## src/rtl/uart_pkg.sv

```systemverilog
// uart_pkg: register offsets, bit positions and CTRL layout shared by the UART RX FIFO.
package uart_pkg;
   localparam logic [7:0] UART_RXF_CTRL   = 8'h00;
   localparam logic [7:0] UART_RXF_STATUS = 8'h04;
   localparam logic [7:0] UART_RXF_DATA   = 8'h08;
   localparam int CTRL_EN_BIT     = 0;
   localparam int CTRL_IRQ_EN_BIT = 1;
   localparam int CTRL_FLUSH_BIT  = 2;
   localparam int CTRL_THR_LSB    = 4;
   localparam int ST_OVF_BIT      = 2;
   typedef struct packed {
      logic [7:0] threshold;
      logic       irq_en;
      logic       enable;
   } ctrl_t;
endpackage

```

## src/rtl/sync_fifo_ptr.sv

```systemverilog
// sync_fifo_ptr: byte circular buffer with push/pop/flush, occupancy and drop-on-full indication.
module sync_fifo_ptr #(
   parameter int DEPTH = 16,
   localparam int PTR_W = $clog2(DEPTH)
) (
   input  logic             clk_i,
   input  logic             rst_n_i,
   input  logic             push_i,
   input  logic             pop_i,
   input  logic             flush_i,
   input  logic [7:0]       data_i,
   output logic [7:0]       head_o,
   output logic [PTR_W:0]   count_o,
   output logic             empty_o,
   output logic             full_o,
   output logic             drop_o
);
   logic [7:0] mem_q [DEPTH];
   logic [PTR_W-1:0] wptr_q, wptr_d, rptr_q, rptr_d;
   logic [PTR_W:0] count_q, count_d;
   logic push_ok, pop_ok;
   always_comb begin
      empty_o = count_q == '0;
      full_o  = count_q == (PTR_W+1)'(DEPTH);
      pop_ok  = pop_i && !empty_o && !flush_i;
      // a pop frees the slot, so a push into a full buffer is still accepted
      push_ok = push_i && !flush_i && (!full_o || pop_ok);
      drop_o  = push_i && !flush_i && full_o && !pop_ok;
      wptr_d  = flush_i ? '0 : wptr_q + PTR_W'(push_ok);
      rptr_d  = flush_i ? '0 : rptr_q + PTR_W'(pop_ok);
      count_d = flush_i ? '0 : count_q + (PTR_W+1)'(push_ok) - (PTR_W+1)'(pop_ok);
      head_o  = mem_q[rptr_q];
      count_o = count_q;
   end
   always_ff @(posedge clk_i or negedge rst_n_i) begin
      if (!rst_n_i) begin
         wptr_q  <= '0;
         rptr_q  <= '0;
         count_q <= '0;
      end else begin
         wptr_q  <= wptr_d;
         rptr_q  <= rptr_d;
         count_q <= count_d;
      end
   end
   always_ff @(posedge clk_i) begin
      if (push_ok) mem_q[wptr_q] <= data_i;
   end
endmodule

```

## src/rtl/uart_rx_fifo.sv

```systemverilog
// uart_rx_fifo: UART receive FIFO with CTRL/STATUS/DATA register window and threshold/overflow interrupt.
module uart_rx_fifo
   import uart_pkg::*;
#(
   parameter int DEPTH = 16,
   localparam int PTR_W = $clog2(DEPTH)
) (
   input  logic        clk_i,
   input  logic        rst_n_i,
   input  logic        rx_valid_i,
   input  logic [7:0]  rx_data_i,
   input  logic        wr_en_i,
   input  logic [31:0] wr_addr_i,
   input  logic [31:0] wr_data_i,
   input  logic        rd_en_i,
   input  logic [31:0] rd_addr_i,
   output logic [31:0] rd_data_o,
   output logic        irq_o
);
   ctrl_t ctrl_q, ctrl_d;
   logic overflow_q, overflow_d, irq_q, irq_d;
   logic [PTR_W:0] count;
   logic [7:0] head, wa, ra;
   logic [8:0] thr_eff;
   logic empty, full, drop, flush_req, ctrl_wr, ovf_clr, pop_req, thresh_hit;
   logic unused_bits;
   assign wa = wr_addr_i[7:0];
   assign ra = rd_addr_i[7:0];
   assign unused_bits = ^{wr_addr_i[31:8], rd_addr_i[31:8], wr_data_i[31:12], wr_data_i[3]};
   sync_fifo_ptr #(.DEPTH(DEPTH)) u_fifo (
      .clk_i   (clk_i),
      .rst_n_i (rst_n_i),
      .push_i  (rx_valid_i && ctrl_q.enable),
      .pop_i   (pop_req),
      .flush_i (flush_req),
      .data_i  (rx_data_i),
      .head_o  (head),
      .count_o (count),
      .empty_o (empty),
      .full_o  (full),
      .drop_o  (drop)
   );
   always_comb begin
      ctrl_wr    = wr_en_i && wa == UART_RXF_CTRL;
      flush_req  = ctrl_wr && wr_data_i[CTRL_FLUSH_BIT];
      ovf_clr    = wr_en_i && wa == UART_RXF_STATUS && wr_data_i[ST_OVF_BIT];
      pop_req    = rd_en_i && ra == UART_RXF_DATA;
      ctrl_d     = ctrl_wr ? ctrl_t'{threshold: wr_data_i[CTRL_THR_LSB +: 8],
                                     irq_en: wr_data_i[CTRL_IRQ_EN_BIT],
                                     enable: wr_data_i[CTRL_EN_BIT]} : ctrl_q;
      // threshold 0 behaves as 1 and anything beyond DEPTH as DEPTH
      thr_eff    = ctrl_q.threshold == '0 ? 9'd1 :
                   9'(ctrl_q.threshold) > 9'(DEPTH) ? 9'(DEPTH) : 9'(ctrl_q.threshold);
      thresh_hit = 9'(count) >= thr_eff;
      overflow_d = drop || (overflow_q && !ovf_clr);
      irq_d      = ctrl_q.irq_en && (thresh_hit || overflow_q);
      rd_data_o  = ra == UART_RXF_CTRL   ? {20'b0, ctrl_q.threshold, 2'b0, ctrl_q.irq_en, ctrl_q.enable} :
                   ra == UART_RXF_STATUS ? {7'b0, 9'(count), 12'b0, thresh_hit, overflow_q, full, empty} :
                   ra == UART_RXF_DATA   ? {23'b0, empty, empty ? 8'h00 : head} : 32'b0;
      irq_o      = irq_q;
   end
   always_ff @(posedge clk_i or negedge rst_n_i) begin
      if (!rst_n_i) begin
         ctrl_q     <= '0;
         overflow_q <= 1'b0;
         irq_q      <= 1'b0;
      end else begin
         ctrl_q     <= ctrl_d;
         overflow_q <= overflow_d;
         irq_q      <= irq_d;
      end
   end
endmodule
```

## config.mk

```make
export PLATFORM = sky130hd
export DESIGN_NAME = uart_rx_fifo
export DESIGN_NICKNAME = d
export VERILOG_FILES = /design/src/rtl/uart_pkg.sv /design/src/rtl/sync_fifo_ptr.sv /design/src/rtl/uart_rx_fifo.sv
export SDC_FILE = /design/constraint.sdc
export NUM_CORES = 1
export LEC_CHECK = 0
export CAP_MARGIN = 20
export CELL_PAD_IN_SITES_DETAIL_PLACEMENT = 1
export CELL_PAD_IN_SITES_GLOBAL_PLACEMENT = 1
export CORE_UTILIZATION = 44
export CTS_BUF_LIST = sky130_fd_sc_hd__clkbuf_4 sky130_fd_sc_hd__clkbuf_8
export CTS_CLUSTER_DIAMETER = 60
export DETAILED_ROUTE_END_ITERATION = 7
export PLACE_DENSITY_LB_ADDON = 0.1
export SYNTH_ARGS = -nofsm -noshare
export SYNTH_HDL_FRONTEND = slang
export SYNTH_SLANG_ARGS = --single-unit
```

## constraint.sdc

```tcl
create_clock -name clk_i -period 3.4 [get_ports clk_i]
set_clock_uncertainty 0.2 [all_clocks]
set_input_delay 0.85 -clock clk_i [delete_from_list [all_inputs] [get_ports clk_i]]
set_output_delay 0.85 -clock clk_i [all_outputs]
set_load 0.02 [all_outputs]
```

==> results.sh <==
export IMPL_ys_ff_latch=153
export IMPL_cts_buffers=17
export IMPL_rsz0062_at_grt="yes"
export IMPL_layout_setup_ws_ns=-0.246
export IMPL_syn_area_mm2=0.00668
export IMPL_num_vias=3960
export IMPL_place_congestion=0.825
export IMPL_hold_viol=0
export IMPL_vias_per_cell=5.40
export IMPL_place_hpwl_mm=11.5
export IMPL_chipHeight_um=125
export IMPL_yosysTopAreaCell="edfxtp_1"
export IMPL_core_area_mm2=0.0147
export IMPL_p_leak_uw=0.00329
export IMPL_yosys_top_cells_area="edfxtp_1 58%, mux4_2 11%, dfrtp_1 9.4%, ha_1 2.8%, mux2_2 2.2%"
export IMPL_hold_class="flip-flop to flip-flop"
export IMPL_syn_to_final_growth_pct=33.9
export IMPL_die_x_um=125
export IMPL_portBuffers=57
export IMPL_cts_max_level=4
export IMPL_grt_pass1_wl_mm=25.8
export IMPL_worst_pin_slew_ns=0.637
export IMPL_remaining_drc_errors=0
export IMPL_p_int_uw=3380
export IMPL_antennaDiodeCount=0
export IMPL_p_switching_uw=1200
export IMPL_dieArea_mm2=0.0157
export IMPL_p_clk_share_pct=34.4
export IMPL_maxSlewHeadroom_pct=57.4
export IMPL_run_status="finished, violations left"
export IMPL_first_pass_iters=6
export IMPL_hold_slack_ns=0.332
export IMPL_crit_type="flip-flop to output port"
export IMPL_insertion_delay_ns=0.45
export IMPL_post_route_period_util_pct=107
export IMPL_synth_cell_types=48
export IMPL_std_cell_rows=44
export IMPL_critPathLaunchType="flip-flop"
export IMPL_hold_buffers=0
export IMPL_async_flop_share_pct=16.3
export IMPL_post_drt_wl_per_cell_um=23.1
export IMPL_antenna_found_initial=0
export IMPL_p_seq_share_pct=47.2
export IMPL_cts_tree="yes"
export IMPL_max_freq_ghz=0.274
export IMPL_wl_mm=17.0
export IMPL_grt_pass1_vias=4277
export IMPL_power_density_mw_per_mm2=513
export IMPL_layout_common_cells="128 x edfxtp_1, 70 x buf_4, 32 x mux4_2, 27 x clkdlybuf4s50_1, 23 x dfrtp_1"
export IMPL_slew_violations=0
export IMPL_power_frac_comb_pct=18.4
export IMPL_cp_arrival_ns=2.60
export IMPL_setup_viol=13
export IMPL_end_kind="output port"
export IMPL_ant_nets=0
export IMPL_cts_sinks=153
export IMPL_critPathRequiredTime_ns=2.35
export IMPL_cts_buffer_depth=2
export IMPL_drtIter0Drc=274
export IMPL_drv_cap=0
export IMPL_irDropWorstVdd_uv=423
export IMPL_final_nets=662
export IMPL_initial_core_util_pct=45.5
export IMPL_syn_inst=400
export IMPL_crit_path_max_fanout=2
export IMPL_ys_warn_count=0
export IMPL_ys_seq_area_share_pct=66.9
export IMPL_drive_gt1_share_pct=44.7
export IMPL_violations="negative setup slack"
export IMPL_clockRootBuffer="clkbuf_8"
export IMPL_grt_start_max_net_pins=26
export IMPL_synth_edf_count=128
export IMPL_avgSynthCellArea_um2=16.7
export IMPL_final_common_cell="edfxtp_1"
export IMPL_total_power_uw=4590
export IMPL_synth_top_cell_area_share_pct=57.5
export IMPL_period_needed_ns=3.65
export IMPL_synth_ff_type="edfxtp_1"
export IMPL_overflow=0
export IMPL_switching_share_pct=26.2
export IMPL_grt_total_usage_pct=22.9
export IMPL_cts_clk_slew_worst_paths_ns=0.08
export IMPL_num_io_pins=142
==> routing by layer <==
layer | global-route usage [%] | routed length (um)
met3 | 4.62 | 659
met1 | 31.6 | 7650
met2 | 37.0 | 8460
met5 | 0 | 0
met4 | 6.81 | 204
==> final timing paths <==
kind / start / to / slack [ns] / cells after the start
worst max-delay path: ctrl_q[6] / rd_data_o[3] / -0.25 / 10
worst min-delay path: ctrl_q[1] / ctrl_q[1] / 0.33 / 1
worst max register to register: u_fifo.count_o[2] / u_fifo.count_o[4] / 0.09 / 13
worst min register to register: ctrl_q[1] / ctrl_q[1] / 0.33 / 1
max in group asynchronous: rst_n_i / u_fifo.rptr_q[0] / 2.15 / 2
min in group asynchronous: rst_n_i / ctrl_q[5] / 0.57 / 2
==> power groups by stage <==
stage          Clock [uW]  Sequential [uW]  Combinational (uW)
2_1_floorplan           0             2180                 424
3_3_place_gp            0             2200                 610
3_5_place_dp            0             2200                 650
4_1_cts              1600             2170                 786
5_1_grt              1660             2170                 917
6_report             1580             2170                 843
==> worst max-delay path: stages, from the launching register on <==
cell and delay, ns:
dfrtp_1 0.39, nor4_2 0.27, buf_4 0.15, o21a_1 0.19, ha_1 0.25, nand2b_4 0.15
a211oi_4 0.22, o21bai_2 0.11, a21oi_2 0.17, o31ai_2 0.07, buf_4 0.17
==> cell usage after synthesis (9+ instances only) <==
library cell	instances
mux2_2	13
nor2b_1	11
ha_1	15
edfxtp_1	128
nor2_1	14
a21oi_1	12
inv_1	9
buf_4	17
clkbuf_1	10
mux4_2	32
nor3_1	16
dfrtp_1	25
==> metrics by stage <==
step / util [%] / setup TNS [ns] / setup WS (ns) / instances / instance area (um^2)
finish: 60.9 / -1.48 / -0.246 / 734 / 8950
global route: 60.9 / -2.33 / -0.384 / 734 / 8950
CTS: 59.4 / -1.99 / -0.293 / 725 / 8730
detailed placement: 54.3 / -70.04 / -0.890 / 685 / 7980
global placement: 54.3 / -66.62 / -0.878 / 685 / 7980
floorplan: - / -0.320 / -0.163 / 414 / 6860
==> logic make-up (layout without fill, tap and decap cells) <==
logic type | after synthesis | after routing | synth area share, %
AO/OA/AOI/OAI | 40 | 40 | 4.01
buffers and inverters | 45 | 181 | 3.84
adder cells (fa/ha/maj) | 16 | 16 | 3.11
flip-flops | 153 | 153 | 66.9
other | 1 | 15 | 0.0561
AND/OR/NAND/NOR | 86 | 86 | 7.17
multiplexers | 52 | 52 | 14.0
XOR/XNOR | 7 | 7 | 0.917
==> layout make-up <==
cell class                      instances  area, um^2
Clock buffer                           17         234
Inverter                                9        33.8
Multi-Input combinational cell        216        2430
Tap cell                              184         230
Fill cell                            1341        5750
Clock inverter                         15         221
Timing Repair Buffer                  140        1330
Sequential cell                       153        4470
==> repair_timing <==
item / 4_1_cts / 5_1_grt
pin swaps: 29 / 20
setup endpoints to repair: 33 / 18
buffers inserted: 8 / 11
endpoints found under the hold margin: 0 / 0
gates resized for setup: 143 / 45
gates cloned: 2 / 0
==> registers in the layout (all words and copies together) (netlist names) <==
signal and cells:
u_fifo.mem_q 128, ctrl_q 10, u_fifo.count_o 5, u_fifo.rptr_q 4
u_fifo.wptr_q 4, irq_o 1, overflow_q 1
Note: power is estimated with default switching activity, not from simulation.
